### config.mk
export PLATFORM = sky130hd
export DESIGN_NAME = pipe_stage_skid
export DESIGN_NICKNAME = d
export VERILOG_FILES = /design/src/rtl/pipe_pkg.sv /design/src/rtl/pipe_skid_ctl.sv /design/src/rtl/pipe_stage_skid.sv
export SDC_FILE = /design/constraint.sdc
export NUM_CORES = 1
export LEC_CHECK = 0
export CORE_MARGIN = 3
export CORE_UTILIZATION = 49
export DETAILED_ROUTE_END_ITERATION = 6
export PLACE_DENSITY = 0.8
export SLEW_MARGIN = 30
export SYNTH_ARGS = -nofsm -noshare
export SYNTH_HDL_FRONTEND = slang
export SYNTH_SLANG_ARGS = --single-unit
### constraint.sdc
create_clock -name clk -period 11.05 [get_ports clk]
set_input_delay 2.21 -clock clk [delete_from_list [all_inputs] [get_ports clk]]
set_output_delay 2.21 -clock clk [all_outputs]
set_load 0.02 [all_outputs]
### src/rtl/pipe_pkg.sv
// pipe_pkg: shared constants, skid state encoding and ID/EX control bundle layout for pipeline stages.
package pipe_pkg;
  localparam logic [31:0] NOP_INSTR = 32'h00000013;
  typedef enum logic [1:0] {ST_EMPTY = 2'd0, ST_ONE = 2'd1, ST_FULL = 2'd2} state_t;
  localparam int CTRL_LOAD      = 0;
  localparam int CTRL_STORE     = 1;
  localparam int CTRL_JALR      = 2;
  localparam int CTRL_REG_WRITE = 3;
  localparam int CTRL_ALU_LSB   = 4;
  localparam int CTRL_ALU_W     = 4;
  localparam int CTRL_IDEX_W    = 16;
  typedef struct packed {
    logic [3:0] rsvd;
    logic [1:0] wb_sel;
    logic       branch;
    logic       mem_to_reg;
    logic [3:0] alu_control;
    logic       reg_write;
    logic       jalr;
    logic       store;
    logic       load;
  } idex_ctrl_t;
endpackage

### src/rtl/pipe_skid_ctl.sv
// pipe_skid_ctl: occupancy FSM for the 2-entry skid stage; produces registered in_ready and entry enables.
module pipe_skid_ctl import pipe_pkg::*; (
  input  logic       clk,
  input  logic       rst,
  input  logic       flush,
  input  logic       in_valid,
  input  logic       out_ready,
  output logic       in_ready,
  output logic       out_valid,
  output logic       load_main,
  output logic       load_skid,
  output logic       move_skid,
  output logic       clear_main,
  output logic [1:0] occupancy
);
  state_t state, state_n;
  logic accept, drain;
  assign out_valid = state != ST_EMPTY;
  assign occupancy = state;
  assign accept = in_valid & in_ready;
  assign drain = out_valid & out_ready;
  always_ff @(posedge clk or negedge rst)
    if (!rst) begin
      state    <= ST_EMPTY;
      in_ready <= 1'b0;
    end else begin
      state    <= state_n;
      in_ready <= state_n != ST_FULL;
    end
  // clear_main loads the bubble whenever main goes empty
  always_comb begin
    state_n    = state;
    load_main  = 1'b0;
    load_skid  = 1'b0;
    move_skid  = 1'b0;
    clear_main = 1'b0;
    if (flush) begin
      state_n    = ST_EMPTY;
      clear_main = 1'b1;
    end else begin
      case (state)
        ST_EMPTY: if (accept) begin
          state_n   = ST_ONE;
          load_main = 1'b1;
        end
        ST_ONE: if (accept && drain) load_main = 1'b1;
        else if (accept) begin
          state_n   = ST_FULL;
          load_skid = 1'b1;
        end else if (drain) begin
          state_n    = ST_EMPTY;
          clear_main = 1'b1;
        end
        ST_FULL: if (drain) begin
          state_n   = ST_ONE;
          move_skid = 1'b1;
        end
        default: begin
          state_n    = ST_EMPTY;
          clear_main = 1'b1;
        end
      endcase
    end
  end
endmodule

### src/rtl/pipe_stage_skid.sv
// pipe_stage_skid: valid/ready pipeline register with 2-entry skid buffer and flush bubble.
// Optional PIPE_STAGE_PERF_EN adds stall_cnt/bubble_cnt performance counters.
module pipe_stage_skid import pipe_pkg::*; #(
  parameter int CTRL_W  = 16,
  parameter int DATA_W  = 133,
  parameter int INSTR_W = 32,
  parameter logic [INSTR_W-1:0] NOP_INSTR = INSTR_W'(pipe_pkg::NOP_INSTR)
) (
  input  logic               clk,
  input  logic               rst,
  input  logic               flush,
  input  logic               in_valid,
  output logic               in_ready,
  input  logic [CTRL_W-1:0]  in_ctrl,
  input  logic [DATA_W-1:0]  in_data,
  input  logic [INSTR_W-1:0] in_instr,
  output logic               out_valid,
  input  logic               out_ready,
  output logic [CTRL_W-1:0]  out_ctrl,
  output logic [DATA_W-1:0]  out_data,
  output logic [INSTR_W-1:0] out_instr,
`ifdef PIPE_STAGE_PERF_EN
  output logic [31:0]        stall_cnt,
  output logic [31:0]        bubble_cnt,
`endif
  output logic [1:0]         occupancy
);
  logic load_main, load_skid, move_skid, clear_main;
  logic [CTRL_W-1:0]  skid_ctrl;
  logic [DATA_W-1:0]  skid_data;
  logic [INSTR_W-1:0] skid_instr;
  pipe_skid_ctl u_ctl (
    .clk        (clk),
    .rst        (rst),
    .flush      (flush),
    .in_valid   (in_valid),
    .out_ready  (out_ready),
    .in_ready   (in_ready),
    .out_valid  (out_valid),
    .load_main  (load_main),
    .load_skid  (load_skid),
    .move_skid  (move_skid),
    .clear_main (clear_main),
    .occupancy  (occupancy)
  );
  // reset leaves out_instr at 0, only a bubble load drives the NOP
  always_ff @(posedge clk or negedge rst)
    if (!rst) begin
      out_ctrl  <= '0;
      out_data  <= '0;
      out_instr <= '0;
    end else if (clear_main) begin
      out_ctrl  <= '0;
      out_data  <= '0;
      out_instr <= NOP_INSTR;
    end else if (load_main) begin
      out_ctrl  <= in_ctrl;
      out_data  <= in_data;
      out_instr <= in_instr;
    end else if (move_skid) begin
      out_ctrl  <= skid_ctrl;
      out_data  <= skid_data;
      out_instr <= skid_instr;
    end
  always_ff @(posedge clk)
    if (load_skid) begin
      skid_ctrl  <= in_ctrl;
      skid_data  <= in_data;
      skid_instr <= in_instr;
    end
`ifdef PIPE_STAGE_PERF_EN
  always_ff @(posedge clk or negedge rst)
    if (!rst) begin
      stall_cnt  <= '0;
      bubble_cnt <= '0;
    end else begin
      stall_cnt  <= stall_cnt + 32'(out_valid & ~out_ready);
      bubble_cnt <= bubble_cnt + 32'(~out_valid & out_ready);
    end
`endif
endmodule

==> results list <==
- Run status: finished clean
- Of all cell types, the one taking the most synthesized area is edfxtp_1.
* Global-route total usage across every layer: 0.2457
* Area of the core: roughly 28,000 µm²
- Hold repair after CTS inserted 0 buffers.
* Maximum number of pins on one net before global-route repair: approximately 180
* Count of pins over their slew limit: 0
- The initial utilization of the core area, before any placement, comes to 0.5057.
* Synth Area per Inst: ~14 µm²
- Once detail routing completed, the nets flagged for antenna violations numbered 0.
- Via count of the routed design: between 10,000 and 15,000
- The worst setup path is of the in2reg kind.
- Insertion delay of the later-clocked pin in the worst-skew pair: between 0.5 and 0.6 ns
* Maximum clock skew at final layout: roughly 0.012 ns
* Required time reported for the critical path endpoint: 11.47 ns
- In this run the number of H-tree levels came out at 2.
- In this run the tightest slew margin relative to its limit is 0.3495.
- Post-synthesis sequential area ratio: 0.7031
- The count of buffers added on input and output ports is between 300 and 400.
* Classification of the worst-slack hold path: reg2reg
* Net count after synthesis: ~1,200
* DRC violation count after routing: 0
- Clock input transition at the sequential cells of the worst setup and hold paths: roughly 0.060 ns
* CTS root buffer: clkbuf_16
- Layout cell share with drive strength beyond 1: 0.1548
* Number of optimization iterations in the first detailed-route pass: 5
* Setup bufs post-CTS: 0
- After detailed routing, the average wire length per cell comes to 22.05 µm.
- Half-perimeter wire length after detailed placement: around 24 mm
- Summed over all failing endpoints, the final setup total negative slack is 0 ns.
- The number of hold violations in the final report came to 0.
- After synthesis the netlist holds a flip-flop and latch count of approximately 370.
- Post-cts gate resize count: 0
- Setup violations remaining at the end of the flow were counted as 0.
* Cell row count: a little over 60
- Die Footprint: 31,230 µm²
- Derived from the worst setup path, the maximum achievable clock frequency is approximately 0.21 GHz.
- Max-cap violations in this run came to 0.
* Fin crit share: 0.4392
* Unique cell type count in the Yosys netlist: 31
* Total detailed-routing wirelength: approximately 40 mm
- The worst setup path is captured at a flop.
* Synthesized instance count: between 1,000 and 1,500
- Combined area of all synthesized cells: 14,280 µm²
- Largest fanout on the critical path: between 80 and 90
* Largest cells by area after synthesis: edfxtp_1 (38%), dfrtp_1 (32%), a22oi_2 (8.8%)
- The longest clock path from root to sink contains 3 buffers.
* I/O pin total: around 370
* Hold slack final: 0.5186 ns
- The first global-routing pass estimated 60.43 mm of wire.
- Gr ovfl total: 0
- The die is between 150 and 200 µm wide.
- Total power per unit cell area: approximately 160 nW/µm²
- Global placer's final weighted congestion: ~0.78
- Including well taps, the total number of placed cells is 1,693.
- Excluding fillers, the count of instances in the completed layout stands at 1,770.
- The initial antenna violation count came to 3.
- CTS Sinks: ~370
- VDD sags by at most about 0.12 mV.
* Final core utilization: 0.6888
- STA puts the critical path data arrival time at between 5 and 6 ns.
- The die is approximately 180 µm tall.
- Element type at the critical path start: input pin
* RSZ-0062 raised after global routing: false
* CTS Buf Count: 39
* Worst slack at placement: ~5.8 ns
- Syn-to-layout area delta: 36.22%
- Using the TritonRoute via totals, the vias-per-cell ratio works out to 5.694.
- For the pin with the worst max-slew slack, the measured transition is about 1 ns.
- Starting DRC count in detailed routing: between 800 and 900
* Vias in the first global route: ~10,000
- Setup WS post-layout: about 6.2 ns
- For this run, the post-layout net count is 1,545.
- The clock period could shrink to 4.854 ns.
- Leakage power of the design: just under 7 nW
* Share of the synthesized area in the top cell type: 0.3806
- During synthesis, Yosys emitted a total of 0 warnings.
* Clock tree from TritonCTS: done
## sequential cells by signal, indices dropped and copies added, names as in the netlist
register / count
skid_instr: 32
skid_data: 133
u_ctl.in_ready: 1
out_data: 133
skid_ctrl: 16
out_instr: 32
out_ctrl: 16
u_ctl.occupancy: 2
## report_power, final
group	leakage, nW	total [W]	internal [W]	switching [W]
Combinational	2.14	0.000372	0.000169	0.000203
Clock	0.611	0.00127	0.000761	0.000509
Sequential	4.13	0.00150	0.00148	0.0000250
Total	6.88	0.00314	0.00241	0.000737
## synth_stat cells
master and instances:
a211oi_1 2, a31o_2 1, nor2_1 9, and3b_1 1
or2_2 1, and2_1 1, o32a_1 1, clkbuf_1 21
a21oi_1 137, buf_1 4, buf_2 30, inv_1 1
o21ai_0 1, a21o_1 1, mux2_2 1, nand2b_1 2
nand2_1 187, dfrtp_1 184, a21oi_2 41, and4bb_4 1
buf_8 1, buf_6 14, a22oi_1 75, nand3b_1 1
a31oi_1 3, a2bb2oi_1 1, or3_1 1, a22oi_2 100
buf_4 9, a311oi_1 1, edfxtp_1 181
## path summary, 6_finish.rpt
check / slack (ns) / end / depth (start not counted) / startpoint
setup / recovery: 6.20 / out_data[76] / 6 / out_ready
hold / removal: 0.52 / out_data[97] / 2 / out_data[97]
setup reg to reg: 7.91 / out_data[76] / 5 / u_ctl.occupancy[0]
hold reg to reg: 0.52 / out_data[97] / 2 / out_data[97]
max in group asynchronous: 8.44 / out_data[106] / 2 / rst
min in group asynchronous: 1.58 / out_data[25] / 1 / rst
## kinds of logic after synthesis
group                  Yosys count  share of synthesized area
AND/OR/NAND/NOR                204                    0.05599
buffers and inverters           80                    0.03417
AO/OA/AOI/OAI                  364                     0.2060
multiplexers                     1                  0.0007885
flip-flops                     365                     0.7031
## layer usage
metal,GRT usage,up-vias,part of all wire,wire [µm]
met5,0,-,0,0
met4,0.08871,0,0.033,1275
met3,0.07100,76,0.092,3597
met2,0.4028,453,0.49,19110
met1,0.3142,5088,0.39,15050
li1,-,4461,-,-
## placed cells by master, fill, tap and decap left out, types with 5 or more instances in the layout
cell / count
clkdlybuf4s50_1: 369
nand2_1: 187
dfrtp_1: 184
edfxtp_1: 181
a21oi_1: 137
a22oi_2: 100
a22oi_1: 75
clkbuf_16: 41
a21oi_2: 40
clkbuf_1: 17
nor2_1: 8
clkbuf_8: 8
buf_4: 5
## worst max-delay path, stage by stage
cell and delay (ns):
clkdlybuf4s50_1 0.51, and3b_4 0.47, a21oi_4 0.78, buf_4 0.81, nand2_1 0.16, a21oi_1 0.20
## metrics by stage
| step | instance area, µm² | power, W |
|---|---|---|
| 3_3_place_gp | 18090 | 0.001889 |
| 2_1_floorplan | 14280 | 0.001700 |
| 4_1_cts | 19360 | 0.003170 |
| 6_report | 19450 | 0.003144 |
| 5_1_grt | 19450 | 0.003260 |
| 3_5_place_dp | 18100 | 0.001898 |
## cell type report
cell class / instances / area [µm²]
timing repair buffer: 383 / 3894
fill: 1973 / 8787
tap: 378 / 473.0
clock inverter: 5 / 52.55
sequential: 365 / 10040
multi-input combinational: 569 / 3782
inverter: 1 / 3.754
antenna: 3 / 7.507
clock buffer: 66 / 1200
(Power assumes the default switching activity.)
